## src/rtl/dp_pkg.sv

```systemverilog
// Shared constants for the execute-stage datapath: ALU op codes, operand
// select encodings and status-register bit positions.
package dp_pkg;

   localparam logic [3:0] ALU_ADD  = 4'h0;
   localparam logic [3:0] ALU_SUB  = 4'h1;
   localparam logic [3:0] ALU_AND  = 4'h2;
   localparam logic [3:0] ALU_OR   = 4'h3;
   localparam logic [3:0] ALU_XOR  = 4'h4;
   localparam logic [3:0] ALU_NOT  = 4'h5;
   localparam logic [3:0] ALU_NOT2 = 4'h6;
   localparam logic [3:0] ALU_SHL  = 4'h7;
   localparam logic [3:0] ALU_SHR  = 4'h8;

   localparam logic [1:0] SELA_A    = 2'b00;
   localparam logic [1:0] SELA_B    = 2'b01;
   localparam logic [1:0] SELA_ZERO = 2'b10;
   localparam logic [1:0] SELA_ONE  = 2'b11;

   localparam logic [1:0] SELB_B    = 2'b00;
   localparam logic [1:0] SELB_A    = 2'b01;
   localparam logic [1:0] SELB_K    = 2'b10;
   localparam logic [1:0] SELB_ZERO = 2'b11;

   localparam int ST_Z = 0;
   localparam int ST_N = 1;
   localparam int ST_C = 2;
   localparam int ST_V = 3;

   // Packed in status-register order {V,C,N,Z}.
   typedef struct packed {
      logic v;
      logic c;
      logic n;
      logic z;
   } dp_flags_t;

endpackage

```

## src/rtl/dp_if.sv

```systemverilog
// Decoder-to-datapath bundle: decoded strobes and literal in, PC/flags/debug
// registers and the data-memory write port out. The master side is the
// decoder / memory environment, the slave side is datapath_core.
interface dp_if #(
   parameter int DW = 8,
   parameter int AW = 8
);
   import dp_pkg::*;

   logic          LA;
   logic          LB;
   logic          LP;
   logic          W;
   logic [1:0]    selA;
   logic [1:0]    selB;
   logic          selData;
   logic [3:0]    alu_op;
   logic [DW-1:0] K;
   logic [AW-1:0] pc;
   logic [3:0]    status;
   logic [DW-1:0] reg_a;
   logic [DW-1:0] reg_b;
   logic [AW-1:0] mem_addr;
   logic [DW-1:0] mem_wdata;
   logic          mem_wvalid;
   logic          mem_wready;

   modport master (
      output LA, LB, LP, W, selA, selB, selData, alu_op, K, mem_wready,
      input  pc, status, reg_a, reg_b, mem_addr, mem_wdata, mem_wvalid
   );

   modport slave (
      input  LA, LB, LP, W, selA, selB, selData, alu_op, K, mem_wready,
      output pc, status, reg_a, reg_b, mem_addr, mem_wdata, mem_wvalid
   );

endinterface

```

## src/rtl/dp_alu.sv

```systemverilog
// Combinational ALU: (x, y, op) -> result plus Z/N/C/V flags.
// Unlisted op codes give a zero result with C=V=0.
module dp_alu
   import dp_pkg::*;
#(
   parameter int DW = 8
) (
   input  logic [DW-1:0] x,
   input  logic [DW-1:0] y,
   input  logic [3:0]    op,
   output logic [DW-1:0] res,
   output logic          z,
   output logic          n,
   output logic          c,
   output logic          v
);

   logic [DW:0] wide;

   // Function select; carry/borrow taken from the extra bit of a DW+1 wide op.
   always_comb begin
      wide = '0;
      res  = '0;
      c    = 1'b0;
      v    = 1'b0;
      case (op)
         ALU_ADD: begin
            wide = {1'b0, x} + {1'b0, y};
            res  = wide[DW-1:0];
            c    = wide[DW];
            v    = (x[DW-1] == y[DW-1]) && (res[DW-1] != x[DW-1]);
         end
         ALU_SUB: begin
            wide = {1'b0, x} - {1'b0, y};
            res  = wide[DW-1:0];
            c    = wide[DW];
            v    = (x[DW-1] != y[DW-1]) && (res[DW-1] != x[DW-1]);
         end
         ALU_AND:  res = x & y;
         ALU_OR:   res = x | y;
         ALU_XOR:  res = x ^ y;
         ALU_NOT,
         ALU_NOT2: res = ~x;
         ALU_SHL: begin
            res = {x[DW-2:0], 1'b0};
            c   = x[DW-1];
         end
         ALU_SHR: begin
            res = {1'b0, x[DW-1:1]};
            c   = x[0];
         end
         default: res = '0;
      endcase
      z = (res == '0);
      n = res[DW-1];
   end

endmodule

```

## src/rtl/datapath_core.sv

```systemverilog
// Execute stage: registers A/B, PC and status, operand muxes, ALU and the
// data-memory write port. One decoded instruction commits per clock unless
// stalled. Optional feature macro: DP_MEM_HANDSHAKE_EN (valid/ready write
// handshake that stalls the instruction until the memory accepts).
module datapath_core
   import dp_pkg::*;
#(
   parameter int DW = 8,
   parameter int AW = 8
) (
   input logic clk,
   input logic rst,
   dp_if.slave bus
);

   logic [DW-1:0] reg_a_q;
   logic [DW-1:0] reg_b_q;
   logic [AW-1:0] pc_q;
   logic [3:0]    status_q;
   logic [DW-1:0] op_x;
   logic [DW-1:0] op_y;
   logic [DW-1:0] res;
   dp_flags_t     flags;
   logic          stall;
   logic          commit;

   // Operand X select.
   always_comb begin
      op_x = '0;
      case (bus.selA)
         SELA_A:    op_x = reg_a_q;
         SELA_B:    op_x = reg_b_q;
         SELA_ZERO: op_x = '0;
         SELA_ONE:  op_x = DW'(1);
         default:   op_x = '0;
      endcase
   end

   // Operand Y select.
   always_comb begin
      op_y = '0;
      case (bus.selB)
         SELB_B:    op_y = reg_b_q;
         SELB_A:    op_y = reg_a_q;
         SELB_K:    op_y = bus.K;
         SELB_ZERO: op_y = '0;
         default:   op_y = '0;
      endcase
   end

   dp_alu #(.DW(DW)) u_alu (
      .x   (op_x),
      .y   (op_y),
      .op  (bus.alu_op),
      .res (res),
      .z   (flags.z),
      .n   (flags.n),
      .c   (flags.c),
      .v   (flags.v)
   );

`ifdef DP_MEM_HANDSHAKE_EN
   // A pending write holds the whole instruction until the memory takes it.
   assign stall = bus.W & ~bus.mem_wready;
`else
   logic unused_wready;
   assign unused_wready = bus.mem_wready;
   assign stall         = 1'b0;
`endif

   assign commit = ~stall;

   // Architectural state update; status is frozen on jumps so branches see prior flags.
   always_ff @(posedge clk or posedge rst) begin
      if (rst) begin
         reg_a_q  <= '0;
         reg_b_q  <= '0;
         pc_q     <= '0;
         status_q <= '0;
      end else if (commit) begin
         if (bus.LA) reg_a_q <= res;
         if (bus.LB) reg_b_q <= res;
         if (bus.LP) begin
            pc_q <= bus.K[AW-1:0];
         end else begin
            pc_q     <= pc_q + 1'b1;
            status_q <= flags;
         end
      end
   end

   // Memory port is combinational from the current instruction; forced low while in reset.
   assign bus.mem_wvalid = bus.W & ~rst;
   assign bus.mem_addr   = rst ? '0 : (bus.selData ? bus.K[AW-1:0] : reg_b_q[AW-1:0]);
   assign bus.mem_wdata  = rst ? '0 : res;

   assign bus.pc     = pc_q;
   assign bus.status = status_q;
   assign bus.reg_a  = reg_a_q;
   assign bus.reg_b  = reg_b_q;

endmodule

```

## src/flat_wrapper.sv

```systemverilog
// flat-port wrapper written by rule: the top's interface ports become plain ports
module datapath_core_flat import dp_pkg::*;
#(
   parameter int DW = 8,
   parameter int AW = 8
)
  (clk, rst, bus_LA, bus_LB, bus_LP, bus_W, bus_selA, bus_selB, bus_selData, bus_alu_op, bus_K, bus_mem_wready, bus_pc, bus_status, bus_reg_a, bus_reg_b, bus_mem_addr, bus_mem_wdata, bus_mem_wvalid);
  dp_if #(.DW(DW), .AW(AW)) bus_i ();
  input logic clk;
  input logic rst;
  input wire logic [$bits(bus_i.LA)-1:0] bus_LA;
  input wire logic [$bits(bus_i.LB)-1:0] bus_LB;
  input wire logic [$bits(bus_i.LP)-1:0] bus_LP;
  input wire logic [$bits(bus_i.W)-1:0] bus_W;
  input wire logic [$bits(bus_i.selA)-1:0] bus_selA;
  input wire logic [$bits(bus_i.selB)-1:0] bus_selB;
  input wire logic [$bits(bus_i.selData)-1:0] bus_selData;
  input wire logic [$bits(bus_i.alu_op)-1:0] bus_alu_op;
  input wire logic [$bits(bus_i.K)-1:0] bus_K;
  input wire logic [$bits(bus_i.mem_wready)-1:0] bus_mem_wready;
  output wire logic [$bits(bus_i.pc)-1:0] bus_pc;
  output wire logic [$bits(bus_i.status)-1:0] bus_status;
  output wire logic [$bits(bus_i.reg_a)-1:0] bus_reg_a;
  output wire logic [$bits(bus_i.reg_b)-1:0] bus_reg_b;
  output wire logic [$bits(bus_i.mem_addr)-1:0] bus_mem_addr;
  output wire logic [$bits(bus_i.mem_wdata)-1:0] bus_mem_wdata;
  output wire logic [$bits(bus_i.mem_wvalid)-1:0] bus_mem_wvalid;
  assign bus_i.LA = bus_LA;
  assign bus_i.LB = bus_LB;
  assign bus_i.LP = bus_LP;
  assign bus_i.W = bus_W;
  assign bus_i.selA = bus_selA;
  assign bus_i.selB = bus_selB;
  assign bus_i.selData = bus_selData;
  assign bus_i.alu_op = bus_alu_op;
  assign bus_i.K = bus_K;
  assign bus_i.mem_wready = bus_mem_wready;
  assign bus_pc = bus_i.pc;
  assign bus_status = bus_i.status;
  assign bus_reg_a = bus_i.reg_a;
  assign bus_reg_b = bus_i.reg_b;
  assign bus_mem_addr = bus_i.mem_addr;
  assign bus_mem_wdata = bus_i.mem_wdata;
  assign bus_mem_wvalid = bus_i.mem_wvalid;
  datapath_core #(.DW(DW), .AW(AW)) u_core (.clk(clk), .rst(rst), .bus(bus_i));
endmodule
```

## config.mk

```make
export PLATFORM = sky130hd
export DESIGN_NAME = datapath_core_flat
export DESIGN_NICKNAME = d
export VERILOG_FILES = /design/src/rtl/dp_pkg.sv /design/src/rtl/dp_if.sv /design/src/rtl/dp_alu.sv /design/src/rtl/datapath_core.sv /design/src/flat_wrapper.sv
export SDC_FILE = /design/constraint.sdc
export NUM_CORES = 1
export LEC_CHECK = 0
export CAP_MARGIN = 25
export CORE_MARGIN = 2
export CORE_UTILIZATION = 55
export CTS_BUF_LIST = sky130_fd_sc_hd__clkbuf_16
export CTS_CLUSTER_SIZE = 8
export DETAILED_ROUTE_END_ITERATION = 7
export GPL_TIMING_DRIVEN = 0
export PLACE_DENSITY = 0.87
export SLEW_MARGIN = 10
export SYNTH_ARGS = -nofsm -noshare
export SYNTH_HDL_FRONTEND = slang
export SYNTH_SLANG_ARGS = --single-unit
```

## constraint.sdc

```tcl
create_clock -name clk -period 13.4 [get_ports clk]
set_input_delay 2.68 -clock clk [delete_from_list [all_inputs] [get_ports clk]]
set_output_delay 2.68 -clock clk [all_outputs]
set_load 0.01 [all_outputs]
```

==> results.txt <==
----------------------------------------------------
[Status]
  Result of the run ... finished clean

[Clocking]
  Total clock buffers created by CTS ... 3
  Clock tree from TritonCTS ... built
  Clock-pin slew reported for the worst setup and hold paths after clock tree synthesis ... 0.07 ns
  Quantity of gates resized following cts ... 0
  Number of buffers inserted by hold repair at cts ... 0
  Maximum clock insertion buffer count ... 2
  Clk sink count ... 28
  Insertion delay of the later-clocked pin in the worst-skew pair ... approximately 0.26 ns
  Root buf cell ... clkbuf_16
  Number of buffers inserted to repair setup after CTS ... 0
  H-tree depth reported by CTS ... 1

[Drt]
  First DRT Iteration DRCs ... 282
  Wire per inst ... roughly 19 um
  Vias per cell ... approximately 6.3
  Aggregate routed wire length ... approximately 10000 um
  Number of nets with antenna violations after routing ... 0
  Total vias in the final route ... 3,295
  DRC errors left ... 0
  1st-pass router iterations ... 5

[Setup path]
  Highest net fanout along the worst path ... 10
  Reg2Reg Setup Slack ... roughly 9.8 ns
  Worst Reg-to-Reg Cells ... 11
  Worst EP arrival ... a little under 7 ns
  Critical path class ... input port to output port
  Critical Path Start ... bus_selA[1]
  Worst flop-to-flop path startpoint ... u_core.bus.reg_a[0]
  Data required time of the critical path ... 10.72 ns
  Kind of capture point of the worst setup path ... output port
  Critical path capture point ... bus_mem_wdata[6]
  Worst setup SP type ... input port
  Crit Reg-Reg Endpoint ... u_core.bus.status[0]

[Synthesis]
  Per-instance average area after synthesis ... between 7 and 8 um^2
  EDFF count, synth ... 0
  Gate count after technology mapping ... 386
  Register area share after synthesis ... 22.70%
  Share of flip-flops with an asynchronous set or reset after synthesis ... between 90% and 100%
  Number of warnings issued by yosys ... 0
  Total standard cell area after synthesis ... around 3100 um^2
  Most common flop cell mapped by yosys ... dfrtp_1
  Number of distinct standard cells referenced by the synthesized netlist ... 67
  Flops & latches, synth ... 28
  Post-synthesis net count ... about 440

[Layout]
  NumNets Final ... ~500
  Layout cells sized above 1 ... roughly 7.8%
  Area added between synthesis and finish ... 25.01%
  Commonest cells after routing, fill and taps aside ... nor2_1 (64), clkdlybuf4s50_1 (57), dfrtp_1 (28)
  Commonest non-fill, non-tap cell in the layout ... nor2_1
  Count of filler cells inserted in the layout ... roughly 460
  Ant diodes ... 0

[Power and ir drop]
  Clock power share ... roughly 16%
  Power density relative to cell area ... around 110 nW/um^2
  Switching share of power ... 41.79%
  Standby leakage power ... 1.694 nW
  Sequential fraction of design power ... between 20% and 30%
  Max rail drop VDD ... around 0.000074 V
  Total internal power ... approximately 260 uW
  Part of the total power dissipated in combinational logic ... 57.3%
  Switching component of the power ... between 150 and 200 uW

[Floorplan]
  Die extent in y ... roughly 79 um
  Die outline width ... about 79 um
  Std-Cell Core Area ... approximately 5500 um^2
  Die Footprint ... around 6200 um^2
  Initial standard-cell utilization of the core ... a little under three fifths
  Standard-cell row count ... 27
  I/O pin count ... slightly below 70

[STA]
  Setup repair after global routing missed its margin ... no
  Minimum clock period ... between 9 and 10 ns
  Final hold viol count ... 0
  Final count of negative-setup-slack endpoints ... 0
  Sum of negative setup slack ... 0 ns
  Final worst-path cycle share ... a little over two thirds
  Fin. max-slew vios ... 0
  Highest Clock Rate ... roughly 110 MHz
  Final WS setup ... ~3.9 ns
  Slew headroom ... between 40% and 50%
  Setup skew after layout ... between 0.003 and 0.004 ns
  Slew at the pin closest to its max-slew limit ... approximately 0.84 ns

[Place]
  Count of input and output buffers ... 57
  Pre-CTS setup slack ... between 4 and 5 ns
  HPWL Detailed ... about 7600 um
  Gp weighted congestion ... between 0.9 and 1

[Hold path]
  Tightest Hold Check Type ... flop to flop

[Global route]
  Wire length of the first global-routing pass ... around 15,000 um
  GRT Residual Overflow ... 0
  Pin count of the biggest net entering global routing ... 18
  GR Util All Layers ... around 31%
  Vias in the first global route ... slightly above 3,000
  Initial antenna violation count ... 0

[Job]
  Max-capacitance violation count ... 0

----------------------------------------------------
[routing by layer]
layer,wire (um),share of wire [%],global-route usage (%),vias to the layer above
met2,4733,49,50.85,178
met3,701,7.2,3.636,30
li1,-,-,-,1508
met1,4043,42,42.43,1579
met4,262,2.7,8.793,0
met5,0,0,0,-
[layout make-up]
cell class                 count  area, um^2  area share (%)
multi-input combinational    306        2162           56.03
sequential                    28       700.7           18.16
timing repair buffer          59       603.1           15.63
buffer                        26       126.4           3.275
inverter                      26       97.59           2.529
tap                           72       90.09           2.335
clock buffer                   3       75.07           1.946
clock inverter                 1       3.754         0.09728
[worst min-delay path by stage]
stage / end / start / depth (start not counted)
after detailed placement: u_core.bus.status[2] / u_core.bus.status[2] / 2
after global placement: u_core.bus.status[2] / u_core.bus.status[2] / 2
after floorplan: u_core.bus.status[2] / u_core.bus.status[2] / 2
final: u_core.bus.status[3] / u_core.bus.status[3] / 1
after global routing: u_core.bus.status[3] / u_core.bus.status[3] / 1
after CTS: u_core.bus.status[2] / u_core.bus.status[2] / 2
[registers in the layout, summed over array words and instances (netlist names)]
name and count:
u_core.bus.pc 8, u_core.bus.reg_a 8, u_core.bus.reg_b 8, u_core.bus.status 4
[power by group through the flow]
stage	combinational [mW]	clock (mW)	sequential (mW)
finish	0.253	0.0685	0.120
floorplan	0.151	0	0.124
detailed placement	0.248	0	0.120
CTS	0.249	0.0684	0.119
global placement	0.242	0	0.119
global route	0.271	0.0719	0.121
[logic make-up after synthesis]
family                     share of synthesized area [%]
adders and majority gates                          11.59
DFF                                                22.70
AOI/OAI and AO/OA                                  24.16
muxes                                              9.161
xor gates and xnor gates                           3.121
buffers and inverters                              7.256
and+or+nand+nor                                    22.01
[critical path: stages]
cell	delay, ns
clkdlybuf4s50_1	0.55
buf_2	0.26
o21ai_0	0.09
o21ai_0	0.24
inv_1	0.21
ha_1	0.28
fa_1	0.42
nor3_2	0.30
o31ai_1	0.16
and2_1	0.18
a221o_1	0.34
a2111oi_4	0.50
nor2_1	0.08
clkdlybuf4s50_1	0.51
[stage by stage]
step	utilization, %	power, mW	hold slack (ns)	std cells	cell area (um^2)
2_1_floorplan	-	0.2750	0.5187	386	3087
3_3_place_gp	68.47	0.3614	0.4727	515	3747
3_5_place_dp	68.98	0.3682	0.4893	516	3775
4_1_cts	70.42	0.4366	0.5058	520	3854
5_1_grt	70.51	0.4645	0.5493	521	3859
6_report	70.51	0.4411	0.5079	521	3859
[cells in the mapped netlist, types with 3 or more instances]
library cell / count / area [um^2]
nor4_1: 3 / 18.77
a211oi_1: 5 / 37.54
o211ai_1: 3 / 22.52
nor3_1: 9 / 45.04
nand2b_1: 4 / 25.02
buf_2: 8 / 40.04
nand3b_1: 3 / 22.52
nor2b_1: 8 / 50.05
nor2_1: 64 / 240.2
inv_1: 25 / 93.84
nand2_1: 19 / 71.32
o22ai_1: 6 / 37.54
buf_1: 4 / 15.01
dfrtp_1: 28 / 700.7
mux2i_1: 26 / 260.3
o221ai_1: 4 / 35.03
and2_1: 5 / 31.28
nand3_1: 6 / 30.03
clkbuf_1: 11 / 41.29
xnor2_1: 5 / 43.79
a21oi_1: 25 / 125.1
a21o_1: 8 / 60.06
a221o_1: 3 / 30.03
o21ai_0: 15 / 75.07
ha_1: 27 / 337.8
xor2_1: 6 / 52.55
Power figures use the tool's default switching activity.
